[src/rtl/lsu_pkg.sv]
// Shared definitions for the load/store unit.
//   - size/sign control encodings used on both the request and memory ports
//   - controller state enum
//   - helpers that classify a request's control code and alignment
package lsu_pkg;

    localparam logic [2:0] CTL_BU = 3'b000;
    localparam logic [2:0] CTL_HU = 3'b001;
    localparam logic [2:0] CTL_W  = 3'b010;
    localparam logic [2:0] CTL_B  = 3'b100;
    localparam logic [2:0] CTL_H  = 3'b101;

    // mem_ctl value whenever no beat is being issued
    localparam logic [2:0] MEM_CTL_IDLE = CTL_W;

    typedef enum logic [1:0] {
        StIdle,
        StIssue,
        StDrain,
        StResp
    } lsu_state_e;

    function automatic logic ctl_is_valid(input logic [2:0] ctl);
        return (ctl == CTL_BU) || (ctl == CTL_HU) || (ctl == CTL_W) ||
               (ctl == CTL_B)  || (ctl == CTL_H);
    endfunction

    // Bytes are never misaligned; only meaningful for valid ctl codes.
    function automatic logic is_misaligned(input logic [2:0] ctl, input logic [1:0] addr_lo);
        return ((ctl[1:0] == 2'b01) && addr_lo[0]) ||
               ((ctl[1:0] == 2'b10) && (addr_lo != 2'b00));
    endfunction

endpackage

[src/rtl/ld_ext.sv]
// Load-result extension.
// Selects byte/half/word from an LSB-aligned assembled word according to ctl and
// sign-extends (ctl[2]=1) or zero-extends (ctl[2]=0) it to 32 bits.
//   ctl    in  3   size/sign control
//   data   in  32  assembled load word, LSB-aligned
//   result out 32  extended load result
module ld_ext
    import lsu_pkg::*;
(
    input  logic [2:0]  ctl,
    input  logic [31:0] data,
    output logic [31:0] result
);

    always_comb begin
        result = data;
        case (ctl[1:0])
            2'b00:   result = {{24{ctl[2] & data[7]}}, data[7:0]};
            2'b01:   result = {{16{ctl[2] & data[15]}}, data[15:0]};
            default: result = data;
        endcase
    end

endmodule

[src/rtl/lsu.sv]
// Load/store unit: initiator side of the byte-addressable data-memory port.
// Takes one request at a time, issues one aligned beat or a sequence of byte beats
// for misaligned half/word accesses (or faults them when SPLIT_MISALIGNED=0), and
// returns a one-cycle response with the extended load data.
//   clk, rst                      clock, async active-high reset
//   req_valid/req_ready           request handshake (ready only in idle)
//   req_we/req_ctl/req_addr/req_wdata  request fields
//   rsp_valid/rsp_rdata/rsp_fault     one-cycle response strobe and payload
//   mem_a/mem_wd/mem_we/mem_ctl       memory command, decoded from registers only
//   mem_rd                        memory read data, one cycle after the address
module lsu
    import lsu_pkg::*;
#(
    parameter bit SPLIT_MISALIGNED = 1'b1
) (
    input  logic        clk,
    input  logic        rst,
    input  logic        req_valid,
    output logic        req_ready,
    input  logic        req_we,
    input  logic [2:0]  req_ctl,
    input  logic [31:0] req_addr,
    input  logic [31:0] req_wdata,
    output logic        rsp_valid,
    output logic [31:0] rsp_rdata,
    output logic        rsp_fault,
    output logic [31:0] mem_a,
    output logic [31:0] mem_wd,
    output logic        mem_we,
    output logic [2:0]  mem_ctl,
    input  logic [31:0] mem_rd
);

    lsu_state_e  state_q, state_d;
    logic        we_q, we_d;
    logic [2:0]  ctl_q, ctl_d;
    logic [31:0] addr_q, addr_d;
    logic [31:0] wdata_q, wdata_d;
    logic        split_q, split_d;
    logic        fault_q, fault_d;
    logic [1:0]  beat_q, beat_d;
    logic [1:0]  last_q, last_d;   // index of the final beat (n-1)
    logic [31:0] asm_q, asm_d;     // load assembly register
    logic [1:0]  prev_idx;
    logic        req_mis;
    logic [31:0] ext_data;

    always_ff @(posedge clk or posedge rst) begin
        if (rst) begin
            state_q <= StIdle;
            we_q    <= 1'b0;
            ctl_q   <= MEM_CTL_IDLE;
            addr_q  <= '0;
            wdata_q <= '0;
            split_q <= 1'b0;
            fault_q <= 1'b0;
            beat_q  <= '0;
            last_q  <= '0;
            asm_q   <= '0;
        end else begin
            state_q <= state_d;
            we_q    <= we_d;
            ctl_q   <= ctl_d;
            addr_q  <= addr_d;
            wdata_q <= wdata_d;
            split_q <= split_d;
            fault_q <= fault_d;
            beat_q  <= beat_d;
            last_q  <= last_d;
            asm_q   <= asm_d;
        end
    end

    always_comb begin
        state_d  = state_q;
        we_d     = we_q;
        ctl_d    = ctl_q;
        addr_d   = addr_q;
        wdata_d  = wdata_q;
        split_d  = split_q;
        fault_d  = fault_q;
        beat_d   = beat_q;
        last_d   = last_q;
        asm_d    = asm_q;
        prev_idx = beat_q - 2'd1;
        req_mis  = ctl_is_valid(req_ctl) && is_misaligned(req_ctl, req_addr[1:0]);

        unique case (state_q)
            StIdle: begin
                if (req_valid) begin
                    we_d    = req_we;
                    ctl_d   = req_ctl;
                    addr_d  = req_addr;
                    wdata_d = req_wdata;
                    asm_d   = '0;
                    beat_d  = '0;
                    fault_d = !ctl_is_valid(req_ctl) || (req_mis && !SPLIT_MISALIGNED);
                    split_d = req_mis && SPLIT_MISALIGNED;
                    if (split_d) begin
                        last_d = (req_ctl[1:0] == 2'b01) ? 2'd1 : 2'd3;
                    end else begin
                        last_d = 2'd0;
                    end
                    state_d = fault_d ? StResp : StIssue;
                end
            end
            StIssue: begin
                // mem_rd now carries the byte fetched by the previous beat
                if (!we_q && split_q && (beat_q != 2'd0)) begin
                    asm_d[{prev_idx, 3'b000} +: 8] = mem_rd[7:0];
                end
                if (beat_q == last_q) begin
                    state_d = we_q ? StResp : StDrain;
                end else begin
                    beat_d = beat_q + 2'd1;
                end
            end
            StDrain: begin
                if (split_q) begin
                    asm_d[{last_q, 3'b000} +: 8] = mem_rd[7:0];
                end else begin
                    asm_d = mem_rd;
                end
                state_d = StResp;
            end
            StResp: begin
                state_d = StIdle;
            end
            default: state_d = StIdle;
        endcase
    end

    ld_ext u_ld_ext (
        .ctl    (ctl_q),
        .data   (asm_q),
        .result (ext_data)
    );

    // Memory command: decoded purely from registered state, so reset drops mem_we at once.
    always_comb begin
        mem_we  = 1'b0;
        mem_a   = '0;
        mem_wd  = '0;
        mem_ctl = MEM_CTL_IDLE;
        if (state_q == StIssue) begin
            mem_we = we_q;
            if (split_q) begin
                mem_a   = addr_q + {30'd0, beat_q};
                mem_ctl = CTL_BU;
                mem_wd  = {24'd0, wdata_q[{beat_q, 3'b000} +: 8]};
            end else begin
                mem_a   = addr_q;
                mem_ctl = {1'b0, ctl_q[1:0]};   // always fetch unsigned
                mem_wd  = wdata_q;
            end
        end
    end

    always_comb begin
        req_ready = (state_q == StIdle);
        rsp_valid = (state_q == StResp);
        rsp_fault = rsp_valid && fault_q;
        rsp_rdata = (rsp_valid && !we_q && !fault_q) ? ext_data : '0;
    end

endmodule

[config.mk]
export PLATFORM = sky130hd
export DESIGN_NAME = lsu
export DESIGN_NICKNAME = d
export VERILOG_FILES = /design/src/rtl/lsu_pkg.sv /design/src/rtl/ld_ext.sv /design/src/rtl/lsu.sv
export SDC_FILE = /design/constraint.sdc
export NUM_CORES = 1
export LEC_CHECK = 0
export ABC_CLOCK_PERIOD_IN_PS = 4500
export BUFFER_PORTS_ARGS = -buffer_cell sky130_fd_sc_hd__buf_2
export CAP_MARGIN = 20
export CELL_PAD_IN_SITES_DETAIL_PLACEMENT = 0
export CELL_PAD_IN_SITES_GLOBAL_PLACEMENT = 1
export CORE_MARGIN = 2
export CORE_UTILIZATION = 39
export DETAILED_ROUTE_END_ITERATION = 6
export PLACE_DENSITY_LB_ADDON = 0.12
export SETUP_SLACK_MARGIN = 0.02
export SLEW_MARGIN = 25
export SYNTH_ARGS = -nofsm -noshare
export SYNTH_HDL_FRONTEND = slang
export SYNTH_SLANG_ARGS = --single-unit
[constraint.sdc]
create_clock -name clk -period 4.5 [get_ports clk]
set_clock_uncertainty 0.15 [all_clocks]
set_input_delay 0.225 -clock clk [delete_from_list [all_inputs] [get_ports clk]]
set_output_delay 0.225 -clock clk [all_outputs]
set_load 0.02 [all_outputs]
Yosys cells after proc, flatten, opt, wreduce, memory -nomap -nowiden --
Index checks and enable logic that the tools add are counted.
Operators by class: add/subtract/negate cells 5, multiply operators 0, div/mod/pow operators 0, $lt $le $gt $ge 0, equal/unequal tests 15, shift operators 5, muxes and demuxes 25, bitwise operators 2, reductions and logical operators 27
Operators with widths (number):
- $mux W32 | 8
- $pmux W32 S3 | 1
- $bwmux W32 | 2
- $pmux W32 S2 | 1
- $shift A8 B7 Y32 const A | 2
- $shiftx A8 B7 Y32 | 2
- $add A32 B2 Y32 | 1
- $shiftx A32 B6 Y8 | 1
- $mux W2 | 9
- $neg A5 Y7 | 2
- $logic_and A1 B1 Y1 | 8
- $ne A2 B2 Y1 const B | 4
- $pmux W2 S4 | 1
- $eq A2 B1 Y1 const B | 3
- $eq A2 B2 Y1 const B | 3
- $eq A3 B3 Y1 const B | 2
- $reduce_and A3 Y1 | 2
- $reduce_bool A2 Y1 | 3
- $logic_or A1 B1 Y1 | 5
- $logic_not A2 Y1 | 2
- $pmux W2 S2 | 1
- $reduce_and A2 Y1 | 2
- $eq A3 B1 Y1 const B | 1
- $eq A3 B2 Y1 const B | 1
- other kinds (8) | 12
Word-level totals: bits in registers 108, bits in latches 0, memory bits (writable) 0, memory bits (read-only) 0, input bits 103, output and inout port bits 103, word-level logic and storage cells 89, memories kept 0

Depth between registers and ports, before layout --
depth after elaboration 8, gate-level depth with buffers 10

Hierarchy --
From an unflattened synthesis, not the netlist that was laid out.
Second synthesis, totals: cell total of the unflattened synthesis 711, area, all modules 6861.6 µm²
By module, submodules not included:
- lsu | instances 1, cells an instance 645, area each 6476.2 µm²
- ld_ext | instances 1, cells an instance 66, area each 385.4 µm²

Worst setup path after synthesis --
Ideal clock, no wire load.
path type reg2out, start point reg beat_q[1], end point out mem_a[28], data arrival time 3.018 ns, required time 4.125 ns, path slack 1.107 ns, stages on the path, launching flop included 10, path buffers 3, cell sequence dfrtp_1 > clkbuf_1 > inv_1 > clkbuf_1 > fa_1 > and4b_1 > buf_2 > nand4_1 > or4_1 > a21oi_1
On the way: word-level cells in the longest chain between the ends 3
Ends and longest elaborated chain:
- from (decl) | RTL line lsu.sv:41 | logic [1:0] beat_q, beat_d;
- from (signal assigned) | RTL line lsu.sv:68 | beat_q <= beat_d;
- $add A32 B2 Y32 | RTL line lsu.sv:148 | mem_a = addr_q + {30'd0, beat_q};
- $mux W32 | RTL line lsu.sv:147 | if (split_q) begin
- $mux W32 | RTL line lsu.sv:145 | if (state_q == StIssue) begin
- to (decl) | RTL line lsu.sv:27 | output logic [31:0] mem_a,
No other way between the ends.

Worst setup path in the final report --
start point reg beat_q[0], end point out mem_a[26]
The elaborated chain is that of the path after synthesis.

==> load_flow_metrics.sql <==
INSERT INTO impl_metrics (metric_group, metric, value, unit) VALUES
('status', 'status', 'finished clean', ''),
('sta', 'hold_viol', '0', ''),
('sta', 'post-route-period-util', '89.42', '%'),
('cells_and_area', 'mostFrequentLayoutCells', 'buf_2, dfrtp_1, mux2_2', ''),
('cells_and_area', 'register_area', '2679', 'sq um'),
('cts', 'cts_buffers', '9', ''),
('run', 'maxCapViolCount', '0', ''),
('synthesis', 'synth-edff-count', '0', ''),
('synthesis', 'yosys-top-cells-area', 'dfrtp_1, mux2_2, a21oi_1', ''),
('placed_design', 'port_buffers', '204', ''),
('drt', 'drt_wl_total', '21.81', 'mm'),
('drt', 'drtPass1Iterations', '5', ''),
('floorplanning', 'die_width', '135.4', 'um'),
('cells_and_area', 'leading_cell_type_in_the_layout_fill_and_taps_excluded', 'buf_2', ''),
('sta', 'post_route_setup_tns', '0', 'ns'),
('placed_design', 'detailed_place_hpwl', '14.91', 'mm'),
('global_routing', 'aggregate_global_route_resource_usage', '23.77', '%'),
('cells_and_area', 'design.final.nets', '1050', ''),
('global_routing', 'overflow', '0', ''),
('synthesis', 'instance_count_of_the_mapped_netlist', '697', ''),
('worst_setup_path', 'critPathRequiredTime', '4.12', 'ns'),
('worst_setup_path', 'cp-start-kind', 'flip-flop', ''),
('worst_setup_path', 'timing.setup.critical_path_class', 'reg -> out', ''),
('sta', 'fin_ws', '0.4761', 'ns'),
('worst_setup_path', 'worstPathMaxFanout', '28', ''),
('worst_setup_path', 'critPathCaptureType', 'output pin', ''),
('cts', 'cts-root-to-sink-buffers', '2', ''),
('sta', 'setup_viol_count_final', '0', ''),
('floorplanning', 'rows', '48', ''),
('power_and_ir_drop', 'powerDensity', '687.5', 'nW/um^2'),
('synthesis', 'postSynth.asyncResetShare', '100.0', '%'),
('cts', 'clkTransAtPathRegs', '0.07', 'ns'),
('power_and_ir_drop', 'clock_power_share', '13.7', '%'),
('power_and_ir_drop', 'p_sw_share', '47.54', '%'),
('sta', 'max_slew.worst_pin.slew', '0.9944', 'ns'),
('global_routing', 'grt_first_pass_wirelength', '33.82', 'mm'),
('synthesis', 'synth-seq-cells', '107', ''),
('global_routing', 'grt_pass1_vias', '6358', ''),
('cells_and_area', 'syn2layout_area_growth', '31.66', '%'),
('drt', 'first_iter_violations', '520', ''),
('cells_and_area', 'antenna-diode-count', '0', ''),
('floorplanning', 'io_pins', '206', ''),
('synthesis', 'post_synth.cell_area_avg', '9.667', 'sq um'),
('drt', 'num_vias', '6562', ''),
('drt', 'detail_route.wl_per_cell', '18.77', 'um'),
('global_routing', 'grt-busiest-layer', 'met2', ''),
('drt', 'drt.antenna.violating_nets', '0', ''),
('placed_design', 'finalWeightedCongestion', '0.8068', ''),
('power_and_ir_drop', 'intPower', '3.199', 'mW'),
('power_and_ir_drop', 'max-vdd-ir-drop', '0.0003617', 'V'),
('global_routing', 'global_route.usage.met3', '4.863', '%'),
('cells_and_area', 'n_fill_cell', '1651', ''),
('drt', 'via_per_inst', '5.647', ''),
('sta', 'layout_min_cycle_time', '4.024', 'ns'),
('cts', 'clockRootBuffer', 'clkbuf_16', ''),
('sta', 'timing.slew.headroom', '33.71', '%'),
('power_and_ir_drop', 'power.static_leakage', '4.089', 'nW'),
('cts', 'worst_skew_pair.late_latency', '0.35', 'ns'),
('synthesis', 'total_nets_after_synthesis', '815', ''),
('power_and_ir_drop', 'power_switching', '2.899', 'mW'),
('cells_and_area', 'post_route_cells_drive_above_1_share', '32.55', '%'),
('synthesis', 'syn_area', '6738', 'sq um'),
('synthesis', 'yosys.area.top_type', 'dfrtp_1', ''),
('power_and_ir_drop', 'power.share.sequential', '31.6', '%'),
('sta', 'timing_max_transition_violations_final', '0', ''),
('cts', 'cts_max_level', '3', ''),
('floorplanning', 'die-height', '135.4', 'um'),
('drt', 'remaining_drc_errors', '0', ''),
('hold_path', 'min_path_type', 'in -> reg', ''),
('synthesis', 'netlist.area_leader.share', '39.37', '%'),
('synthesis', 'netlist-cell-type-count', '59', '');
power groups by stage:
stage / Combinational [mW] / Clock (mW) / Sequential, mW
2_1_floorplan: 2.51 / 0 / 1.70
3_3_place_gp: 3.20 / 0 / 1.91
3_5_place_dp: 3.28 / 0 / 1.94
4_1_cts: 3.34 / 0.861 / 1.92
5_1_grt: 3.64 / 0.896 / 2.00
6_report: 3.34 / 0.836 / 1.92
cell families (layout without fill, tap and decap cells):
logic type | count (synthesis) | count (layout) | synth area share [%]
compound gates | 217 | 217 | 22.10
xor+xnor | 13 | 13 | 1.690
fa+ha+maj | 15 | 15 | 2.897
buf+inv | 87 | 327 | 5.200
flops | 107 | 107 | 39.76
mux | 83 | 83 | 13.61
other cells | 1 | 1 | 0.05566
simple gates | 174 | 174 | 14.69
metal layers:
metal	up-vias	part of all wire, %
met5	-	0
met4	0	2.0
met3	30	7.2
met2	283	47
met1	3143	44
li1	3106	-
layout make-up:
| class | count | area share, % |
|---|---|---|
| Clock inverter | 6 | 0.8039 |
| Tap cell | 225 | 3.173 |
| Timing Repair Buffer | 279 | 19.75 |
| Sequential cell | 107 | 30.20 |
| Inverter | 32 | 1.410 |
| Clock buffer | 10 | 2.694 |
| Multi-Input combinational cell | 503 | 41.97 |
registers in the layout, summed over array words and instances, names as in the netlist:
register  count
asm_q        32
beat_q        2
wdata_q      32
we_q          1
ctl_q         3
state_q       2
addr_q       32
fault_q       1
last_q        2
what timing repair did:
action                                 in CTS  in global routing
endpoints found under the hold margin      66                 76
hold buffers                               66                  1
resized for setup                           0                  0
buffers inserted                            0                  0
critical path, cell delays in order (launching register included):
cell and delay [ns]:
dfrtp_1 0.90, ha_1 0.30, inv_1 0.06, fa_1 0.38
and4b_1 0.50, nand4_1 0.31, or4_1 0.47, a21oi_1 0.19
buf_2 0.19
synth_stat cells (9+ instances only):
master	instances
a22o_1	23
clkbuf_1	44
and3_1	28
nor2_1	23
and2_1	12
o22ai_1	28
dfrtp_1	106
o21ai_0	30
inv_1	30
nand2_1	37
mux2i_1	14
nor2b_1	9
mux2_2	69
a21oi_1	53
nand3_1	10
ha_1	14
o31ai_1	19
or4_1	10
a222oi_1	18
per-stage QoR:
| stage | area (sq um) | total power, mW | std cells | hold slack [ns] |
|---|---|---|---|---|
| 2_1_floorplan | 6738 | 4.214 | 697 | 0.2256 |
| 3_3_place_gp | 7883 | 5.113 | 1079 | 0.3087 |
| 3_5_place_dp | 7883 | 5.214 | 1079 | 0.3098 |
| 4_1_cts | 8853 | 6.116 | 1161 | 0.009725 |
| 5_1_grt | 8871 | 6.536 | 1162 | 0.01190 |
| 6_report | 8871 | 6.098 | 1162 | 0.02312 |
worst paths after layout:
path                       startpoint         end  slack [ns]  depth (start not counted)
setup / recovery            beat_q[0]   mem_a[26]        0.48                          8
hold / removal             req_ctl[0]    ctl_q[0]        0.02                          2
setup reg to reg            beat_q[0]   asm_q[14]        1.10                          6
hold reg to reg            wdata_q[4]  wdata_q[4]        0.36                          1
max in group asynchronous         rst  addr_q[14]        2.90                          4
min in group asynchronous         rst   asm_q[21]        0.42                          3
(Power assumes the default switching activity.)
